**config.mk**
```make
export PLATFORM = sky130hd
export DESIGN_NAME = chunked_add_sequencer_flat
export DESIGN_NICKNAME = d
export VERILOG_FILES = /design/src/rtl/chunked_add_sequencer_pkg.sv /design/src/rtl/chunked_add_sequencer_if.sv /design/src/rtl/chunked_add_sequencer_adder.sv /design/src/rtl/chunked_add_sequencer.sv /design/src/flat_wrapper.sv
export SDC_FILE = /design/constraint.sdc
export NUM_CORES = 1
export LEC_CHECK = 0
export BUFFER_PORTS_ARGS = -buffer_cell sky130_fd_sc_hd__buf_2
export CAP_MARGIN = 20
export CORE_ASPECT_RATIO = 0.7
export CORE_MARGIN = 2
export CORE_UTILIZATION = 45
export CTS_BUF_LIST = sky130_fd_sc_hd__clkbuf_4 sky130_fd_sc_hd__clkbuf_8 sky130_fd_sc_hd__clkbuf_16
export CTS_CLUSTER_DIAMETER = 80
export DETAILED_ROUTE_END_ITERATION = 10
export MAX_ROUTING_LAYER = met4
export PLACE_DENSITY = 0.64
export SYNTH_ARGS = -nofsm -noshare
export SYNTH_HDL_FRONTEND = slang
export SYNTH_SLANG_ARGS = --single-unit
export TNS_END_PERCENT = 10
```
**constraint.sdc**
```tcl
create_clock -name clk -period 17.4 [get_ports clk]
set_clock_uncertainty 0.1 [all_clocks]
set_input_delay 1.74 -clock clk [delete_from_list [all_inputs] [get_ports clk]]
set_output_delay 1.74 -clock clk [all_outputs]
set_load 0.05 [all_outputs]
```
**src/rtl/chunked_add_sequencer_pkg.sv**
```systemverilog
// Shared definitions for the chunked add sequencer.
//   state_t      : sequencer FSM encoding (IDLE / RUN / DONE)
//   DEF_W, DEF_K : default total operand width and chunk width
//   clog2()      : ceiling log2, used to size the chunk index counter
package addseq_pkg;

    typedef enum logic [1:0] {
        IDLE = 2'd0,
        RUN  = 2'd1,
        DONE = 2'd2
    } state_t;

    localparam int DEF_W = 128;
    localparam int DEF_K = 32;

    // Ceiling log2; clog2(1) = 0, clog2(4) = 2, clog2(5) = 3.
    function automatic int clog2(input int value);
        int result;
        result = 0;
        for (int v = value - 1; v > 0; v = v >> 1) begin
            result = result + 1;
        end
        return result;
    endfunction

endpackage

```
**src/rtl/chunked_add_sequencer_if.sv**
```systemverilog
// Requester-side bundle of the chunked add sequencer.
//   start/a/b/c_in/abort/ack : driven by the requester (master)
//   ready/busy/done/sum/c_out: driven by the sequencer (slave)
interface chunked_add_sequencer_if #(
    parameter int W = 128
);
    logic         start;
    logic [W-1:0] a;
    logic [W-1:0] b;
    logic         c_in;
    logic         abort;
    logic         ack;
    logic         ready;
    logic         busy;
    logic         done;
    logic [W-1:0] sum;
    logic         c_out;

    modport master (
        output start, a, b, c_in, abort, ack,
        input  ready, busy, done, sum, c_out
    );

    modport slave (
        input  start, a, b, c_in, abort, ack,
        output ready, busy, done, sum, c_out
    );
endinterface

```
**src/rtl/chunked_add_sequencer_adder.sv**
```systemverilog
// n_ripple_adder: K-bit combinational ripple-carry adder, the narrow datapath
// that the sequencer reuses once per chunk.
//   a, b  : K-bit operands
//   c_in  : carry into bit 0
//   sum   : K-bit result
//   c_out : carry out of bit K-1
module n_ripple_adder
    import addseq_pkg::*;
#(
    parameter int K = DEF_K
) (
    input  logic [K-1:0] a,
    input  logic [K-1:0] b,
    input  logic         c_in,
    output logic [K-1:0] sum,
    output logic         c_out
);

    logic [K:0] carry;

    assign carry[0] = c_in;

    for (genvar gi = 0; gi < K; gi++) begin : g_bit
        assign sum[gi]       = a[gi] ^ b[gi] ^ carry[gi];
        assign carry[gi + 1] = (a[gi] & b[gi]) | (carry[gi] & (a[gi] ^ b[gi]));
    end

    assign c_out = carry[K];

endmodule

```
**src/rtl/chunked_add_sequencer.sv**
```systemverilog
// chunked_add_sequencer: computes a W-bit a + b + c_in by running one K-bit
// ripple adder over N = W/K consecutive cycles, least-significant chunk first.
//   clk   : system clock, rising edge
//   rst_n : asynchronous active-low reset
//   bus   : requester bundle (slave side): start/ready accept handshake,
//           done/ack completion handshake, abort cancel, registered sum/c_out
module chunked_add_sequencer
    import addseq_pkg::*;
#(
    parameter int W = DEF_W,
    parameter int K = DEF_K
) (
    input  logic                    clk,
    input  logic                    rst_n,
    chunked_add_sequencer_if.slave  bus
);

    localparam int N  = W / K;
    localparam int CW = (N > 1) ? clog2(N) : 1;

    if ((K < 1) || (K > W) || ((W % K) != 0)) begin : g_bad_params
        $error("chunked_add_sequencer: W must be a positive multiple of K");
    end

    state_t         state_reg;
    state_t         state_next;
    logic [CW-1:0]  idx_reg;
    logic           carry_reg;
    logic [W-1:0]   a_reg;
    logic [W-1:0]   b_reg;
    logic           c_out_reg;
    logic [K-1:0]   sum_chunk_reg [N];

    logic [K-1:0]   chunk_a;
    logic [K-1:0]   chunk_b;
    logic [K-1:0]   chunk_sum;
    logic           chunk_c;
    logic           last_chunk;
    logic           accept;
    logic           step;
    logic [W-1:0]   sum_flat;

    assign accept     = (state_reg == IDLE) && bus.start && !bus.abort;
    // A RUN cycle only commits its chunk when it is not being aborted, so an
    // aborted operation leaves exactly the chunks completed before the abort.
    assign step       = (state_reg == RUN) && !bus.abort;
    assign last_chunk = (idx_reg == CW'(N - 1));

    // Chunk operand select; compare-based so an index past N-1 selects zero.
    always_comb begin
        chunk_a = '0;
        chunk_b = '0;
        for (int i = 0; i < N; i++) begin
            if (idx_reg == CW'(i)) begin
                chunk_a = a_reg[i*K +: K];
                chunk_b = b_reg[i*K +: K];
            end
        end
    end

    n_ripple_adder #(.K(K)) u_adder (
        .a     (chunk_a),
        .b     (chunk_b),
        .c_in  (carry_reg),
        .sum   (chunk_sum),
        .c_out (chunk_c)
    );

    // FSM state register
    always_ff @(posedge clk or negedge rst_n) begin
        if (!rst_n) begin
            state_reg <= IDLE;
        end else begin
            state_reg <= state_next;
        end
    end

    // FSM next-state; abort outranks ack in DONE
    always_comb begin
        state_next = state_reg;
        case (state_reg)
            IDLE: if (accept) state_next = RUN;
            RUN: begin
                if (bus.abort)       state_next = IDLE;
                else if (last_chunk) state_next = DONE;
            end
            DONE: if (bus.abort || bus.ack) state_next = IDLE;
            default: state_next = IDLE;
        endcase
    end

    // Operand capture, chunk index, inter-chunk carry and final carry
    always_ff @(posedge clk or negedge rst_n) begin
        if (!rst_n) begin
            a_reg     <= '0;
            b_reg     <= '0;
            carry_reg <= 1'b0;
            idx_reg   <= '0;
            c_out_reg <= 1'b0;
        end else if (accept) begin
            a_reg     <= bus.a;
            b_reg     <= bus.b;
            carry_reg <= bus.c_in;
            idx_reg   <= '0;
        end else if (step) begin
            carry_reg <= chunk_c;
            idx_reg   <= idx_reg + CW'(1);
            if (last_chunk) begin
                c_out_reg <= chunk_c;
            end
        end
    end

    // One register per result chunk; each is written only on its own RUN
    // cycle, and is never cleared at accept.
    for (genvar gi = 0; gi < N; gi++) begin : g_chunk
        always_ff @(posedge clk or negedge rst_n) begin
            if (!rst_n) begin
                sum_chunk_reg[gi] <= '0;
            end else if (step && (idx_reg == CW'(gi))) begin
                sum_chunk_reg[gi] <= chunk_sum;
            end
        end
    end

    always_comb begin
        sum_flat = '0;
        for (int i = 0; i < N; i++) begin
            sum_flat[i*K +: K] = sum_chunk_reg[i];
        end
    end

    // Outputs decoded from registered state only
    assign bus.ready = (state_reg == IDLE);
    assign bus.busy  = (state_reg == RUN);
    assign bus.done  = (state_reg == DONE);
    assign bus.sum   = sum_flat;
    assign bus.c_out = c_out_reg;

endmodule

```
**src/flat_wrapper.sv**
```systemverilog
// flat-port wrapper written by rule: the top's interface ports become plain ports
module chunked_add_sequencer_flat import addseq_pkg::*;
#(
    parameter int W = DEF_W,
    parameter int K = DEF_K
)
  (clk, rst_n, bus_start, bus_a, bus_b, bus_c_in, bus_abort, bus_ack, bus_ready, bus_busy, bus_done, bus_sum, bus_c_out);
  chunked_add_sequencer_if #(.W(W)) bus_i ();
  input  logic clk;
  input  logic rst_n;
  input wire logic [$bits(bus_i.start)-1:0] bus_start;
  input wire logic [$bits(bus_i.a)-1:0] bus_a;
  input wire logic [$bits(bus_i.b)-1:0] bus_b;
  input wire logic [$bits(bus_i.c_in)-1:0] bus_c_in;
  input wire logic [$bits(bus_i.abort)-1:0] bus_abort;
  input wire logic [$bits(bus_i.ack)-1:0] bus_ack;
  output wire logic [$bits(bus_i.ready)-1:0] bus_ready;
  output wire logic [$bits(bus_i.busy)-1:0] bus_busy;
  output wire logic [$bits(bus_i.done)-1:0] bus_done;
  output wire logic [$bits(bus_i.sum)-1:0] bus_sum;
  output wire logic [$bits(bus_i.c_out)-1:0] bus_c_out;
  assign bus_i.start = bus_start;
  assign bus_i.a = bus_a;
  assign bus_i.b = bus_b;
  assign bus_i.c_in = bus_c_in;
  assign bus_i.abort = bus_abort;
  assign bus_i.ack = bus_ack;
  assign bus_ready = bus_i.ready;
  assign bus_busy = bus_i.busy;
  assign bus_done = bus_i.done;
  assign bus_sum = bus_i.sum;
  assign bus_c_out = bus_i.c_out;
  chunked_add_sequencer #(.W(W), .K(K)) u_core (.clk(clk), .rst_n(rst_n), .bus(bus_i));
endmodule
```
==> results of run 1 <==
==> through the flow <==
step                util [%]  worst slack, ps  hold WS (ps)  cell area [um2]
floorplan                  -             2460           344            17200
finish                  55.0             1600           374            20600
global placement        51.4             1750           356            19300
CTS                     54.8             1630           379            20500
global route            55.0             1010           392            20600
detailed placement      51.4             1660           364            19300
==> worst paths after layout <==
check	from	to	slack [ps]
worst max-delay path	u_core.idx_reg[1]$_DFFE_PN0P_	u_core.bus.sum[127]$_DFFE_PN0P_	1600
worst min-delay path	u_core.bus.sum[110]$_DFFE_PN0P_	u_core.bus.sum[110]$_DFFE_PN0P_	370
worst max register to register	u_core.idx_reg[1]$_DFFE_PN0P_	u_core.bus.sum[127]$_DFFE_PN0P_	1600
worst min register to register	u_core.bus.sum[110]$_DFFE_PN0P_	u_core.bus.sum[110]$_DFFE_PN0P_	370
max in group asynchronous	rst_n	u_core.b_reg[59]$_DFFE_PN0P_	13790
min in group asynchronous	rst_n	u_core.a_reg[19]$_DFFE_PN0P_	1140
==> metal layers <==
metal | up-vias | routed length [um] | global-route usage (%)
li1 | 6815 | - | -
met5 | - | 0 | -
met1 | 7012 | 25100 | 40.8
met3 | 102 | 4300 | 5.82
met2 | 569 | 23500 | 40.0
met4 | 0 | 1760 | 9.49
==> cells by family (layout without fill, tap and decap cells) <==
logic type	Yosys count	in the layout	share of synthesized area, %
DFF	390	390	56.8
other	0	4	0
and+or+nand+nor	839	839	18.7
adders and majority gates	36	36	4.02
buffers and inverters	209	541	5.92
AOI/OAI and AO/OA	445	445	14.0
muxes	9	9	0.589
==> power by group <==
part           switching [uW]  total (uW)  internal [uW]
sequential                172        1370           1200
clock                     356         854            498
combinational            1510        2070            553
total                    2040        4290           2250
==> placed cells by master (no fill, tap or decap), types with 2 or more instances in the layout <==
cell type / instances
clkinvlp_4: 2
bufinv_16: 5
buf_16: 2
ha_4: 3
clkinv_2: 8
o21ai_1: 2
buf_2: 392
a22oi_1: 61
a22o_1: 4
diode_2: 4
nand4bb_4: 4
clkbuf_8: 4
buf_4: 15
a21oi_1: 128
nand2_1: 825
dfrtp_1: 390
clkbuf_16: 39
mux2_2: 9
nor2b_1: 2
o21ai_0: 248
nor2_1: 2
fa_1: 32
inv_1: 71
==> critical path: cells and delay by family, from the launching register on <==
kind	cells	cell delay, ps
buffers and inverters	4	400
AOI/OAI and AO/OA	3	380
adders and majority gates	33	14060
DFF	1	450
muxes	1	280
==> cell type report <==
type | instances | area, um2
Clock inverter | 17 | 223
Tap cell | 488 | 611
Inverter | 71 | 267
Clock buffer | 43 | 1030
Fill cell | 3503 | 16900
Antenna cell | 4 | 10.0
Timing Repair Buffer | 410 | 2140
Multi-Input combinational cell | 1329 | 6530
Sequential cell | 390 | 9760
==> impl_metrics.ini, run 1 <==
[run_status]
outcome = finished, final reports clean

[clocking]
cts_resized = 0
numCtsBuffers = 39
cts_hold_buf = 0
clk_latency_ps = 550
cts_buffer_depth = 3
cts_post_setup_buffers_inserted = 0
cts_root_buffer = clkbuf_16
cts_max_level = 2
cts_tree = built
path_clk_slew_ps = 60
cts.sinks = 390

[pwr]
leakage_uw = 0.0106
total_power_uw = 4290
power_density_nw_per_um2 = 209
ir_worst_vdd_v = 0.000110

[route]
avgRoutedWirePerCell_um = 19.9
drt_first_iter_violations = 1450
wl_mm = 54.7
ant_nets = 0
via_count = 14500
drcViolationCount = 0
dr.pass1.iters = 6
vias_per_cell = 5.27

[global_routing]
grt_max_degree = 118
grt_pass1_wl_mm = 82.2
grt_pass1_vias = 13900
grt_use_total_pct = 28.3
grt_overflow = 0
grt_antenna_before_repair = 6

[sta]
finalSetupTns_ps = 0
hold_viol_final = 0
max_freq_mhz = 63.3
slew_headroom_pct = 30.7
finalSetupViolCount = 0
drv_slew = 0
timing.final.crit_share_pct = 90.8
rsz0062_at_grt = false
fin_crit_ps = 15800
tightest_slew_ps = 1040

[synth]
avgSynthCellArea_um2 = 8.92
synth_seq_cells = 390
yosysMostFrequentCell = nand2_1
syn_nets = 2226
ys_warn_count = 0
syn-instance-count = 1928
ys_seq_area_share_pct = 56.8
async_flop_share_pct = 100
ys.flop_type = dfrtp_1
synth_edf_count = 0
synth_area_leaders = dfrtp_1, nand2_1, o21ai_0, a21oi_1, fa_1
synth_largest_area_cell = dfrtp_1
ys_types = 27
synth_top_area_share_pct = 56.8
syn-cell-area_um2 = 17200
synthTopCellsByCount = nand2_1, dfrtp_1, o21ai_0, a21oi_1, clkbuf_1

[finish]
final_net_count = 2539
finalNonFillerCells = 2752
drive_gt1_share_pct = 21.7
synthToLayoutAreaGrowth_pct = 19.6

[floorplanning]
die_x_um = 238
die_area_um2 = 39800
rows = 59
io_pins = 394
dieHeight_um = 168
core_um2 = 37400
initial_core_util_pct = 45.9

[worst_hold_path]
hp-class = register to register
hold_depth = 2

[worst_setup_path]
slowest_delay_ps = 690
worst-endpoint-arrival_ps = 16130
worstRegToRegCells = 41
crit_required_ps = 17730
critPathKind = register to register
critPathSlowestCell = ha_4
cp-start-kind = register
cp_max_fo = 83
cp-end-kind = register
cpMostUsedCell = fa_1

[place]
finalWeightedCongestion = 0.882
place.detailed.hpwl_mm = 39.9
portBuffers = 393
place_inst = 2686

[flow_run]
cap_violations = 0
Note: power is estimated with default switching activity, not from simulation.
==> run 2, diff against run 1 <==
- CORE_MARGIN: 2 -> 1.5
- CORE_UTILIZATION: 45 -> 54
- PLACE_DENSITY: 0.64 -> 0.76
==> run 2 against run 1 <==
Effect of this change:
- worst setup slack worse by 170 ps
- cell count is 2.2% lower
- non-clock buffer count is 2 lower
- hold slack hardly changed
- register-to-register slack worse by 170 ps
- die area is 17% lower
- core utilization is 11 points higher
- clock power is 4.2% higher
- sequential power hardly changed
- routed wire length is 3.1% lower
- first-iteration DRC count is 2.2% higher
- critical endpoint is now u_core.bus.sum[95]$_DFFE_PN0P_
==> impl_metrics.ini, run 2 (synthesized netlist as in run 1, its figures left out) <==
[flow_run]
cap_violations = 0

[route]
drt-met1-wl_mm = 23.4
via_count = 14700
vias_per_cell = 5.45
wl_met2_mm = 23.4
route.met3.wl_mm = 4.83
drt_first_iter_violations = 1482
wl_mm = 53.1
top_layer = met4
drcViolationCount = 0
ant_nets = 0
dr.pass1.iters = 6
avgRoutedWirePerCell_um = 19.7

[worst_setup_path]
slowest_delay_ps = 580
worst-endpoint-arrival_ps = 16300
cpMostUsedCell = fa_1
critPathLaunch = u_core.idx_reg[1]$_DFFE_PN0P_
critPathKind = register to register
cp_max_fo = 68
cp-start-kind = register
worstRegToRegCells = 41
cp-endpoint = u_core.bus.sum[95]$_DFFE_PN0P_
timing.rr.end = u_core.bus.sum[95]$_DFFE_PN0P_
rrSetupSlack_ps = 1430
worstReg2RegStart = u_core.idx_reg[1]$_DFFE_PN0P_
critPathSlowestCell = ha_4
cp-end-kind = register
crit_required_ps = 17720

[sta]
timing.final.crit_share_pct = 91.8
tightest_slew_ps = 1010
slew_headroom_pct = 33.0
finalSetupViolCount = 0
rsz0062_at_grt = false
finalSetupTns_ps = 0
hold_viol_final = 0
fin_crit_ps = 15970
holdWs_ps = 374
drv_slew = 0
max_freq_mhz = 62.6

[place]
portBuffers = 393
place_area_um2 = 19200
place.detailed.hpwl_mm = 37.5
place_inst = 2616
finalWeightedCongestion = 0.915

[clocking]
cts_tree = built
cts_post_setup_buffers_inserted = 0
cts_buffer_depth = 3
numCtsBuffers = 38
path_clk_slew_ps = 70
cts_max_level = 2
clk_latency_ps = 540
cts_resized = 0
cts_hold_buf = 0
cts.sinks = 390
cts_root_buffer = clkbuf_16

[finish]
final_cell_mix = nand2_1, buf_2, dfrtp_1
final_net_count = 2536
fillers = 2621
drive_gt1_share_pct = 21.9
synthToLayoutAreaGrowth_pct = 19.6
stdcell_area_um2 = 20600
final_common_cell = nand2_1
finalNonFillerCells = 2691

[pwr]
total_power_uw = 4330
ir_worst_vdd_v = 0.000162
power_density_nw_per_um2 = 211
leakage_uw = 0.0106

[global_routing]
grt_overflow = 0
grt_pass1_wl_mm = 81.8
grt_use_total_pct = 33.7
grt_antenna_before_repair = 4
grt_pass1_vias = 14400
grt_max_degree = 235

[floorplanning]
core_um2 = 31200
initial_core_util_pct = 55.1
die_x_um = 216
die_area_um2 = 32900
io_pins = 394
dieHeight_um = 152
rows = 54

[run_status]
outcome = finished, final reports clean

[worst_hold_path]
hp-class = register to register
-- run 2: cell count changes in the layout (fill, tap and decap cells not counted), moves of 3 or more --
cell	change
clkinv_2	-3
clkbuf_4	+7
buf_4	-4
clkbuf_8	+5
-- run 2: worst min-delay path by stage --
| stage | startpoint | end | slack, ps | cells after the start |
|---|---|---|---|---|
| final | u_core.bus.sum[78]$_DFFE_PN0P_ | u_core.bus.sum[78]$_DFFE_PN0P_ | 370 | 2 |
| after global routing | u_core.a_reg[32]$_DFFE_PN0P_ | u_core.a_reg[32]$_DFFE_PN0P_ | 390 | 2 |
| after CTS | u_core.bus.sum[78]$_DFFE_PN0P_ | u_core.bus.sum[78]$_DFFE_PN0P_ | 380 | 2 |
| after detailed placement | u_core.a_reg[36]$_DFFE_PN0P_ | u_core.a_reg[36]$_DFFE_PN0P_ | 360 | 2 |
| after global placement | u_core.bus.sum[37]$_DFFE_PN0P_ | u_core.bus.sum[37]$_DFFE_PN0P_ | 360 | 2 |
| after floorplan | u_core.b_reg[31]$_DFFE_PN0P_ | u_core.b_reg[31]$_DFFE_PN0P_ | 340 | 2 |
-- run 2: through the flow --
stage	setup slack, ps	util (%)
3_5_place_dp	1570	61.4
5_1_grt	893	65.9
6_report	1430	65.9
3_3_place_gp	1750	61.4
2_1_floorplan	2460	-
4_1_cts	1490	65.7
-- run 2: cell type report --
type | count | area (um2) | share of cell area, %
Timing Repair Buffer | 408 | 2150 | 10.5
Multi-Input combinational cell | 1329 | 6500 | 31.6
Clock inverter | 12 | 191 | 0.931
Sequential cell | 390 | 9760 | 47.5
Clock buffer | 55 | 1150 | 5.60
Tap cell | 420 | 526 | 2.56
Antenna cell | 6 | 15.0 | 0.0730
Inverter | 71 | 267 | 1.30
-- run 2: power breakdown --
part | leakage (uW) | switching, uW | internal, uW
Clock | 0.000672 | 355 | 535
Sequential | 0.00491 | 167 | 1200
Combinational | 0.00507 | 1520 | 556
Total | 0.0106 | 2040 | 2290
-- run 2: layer usage --
layer	GRT usage, %	up-vias
li1	-	6833
met1	47.3	7138
met2	48.6	605
met3	8.68	84
met4	9.56	0
met5	-	-
-- run 2: critical path, delay by kind of cell, from the launching register on --
family                   cells  cell delay, ps
buffers and inverters        5             960
flip-flops                   1             450
AO/OA/AOI/OAI                3             400
multiplexers                 1             290
adder cells (fa/ha/maj)     32           13580
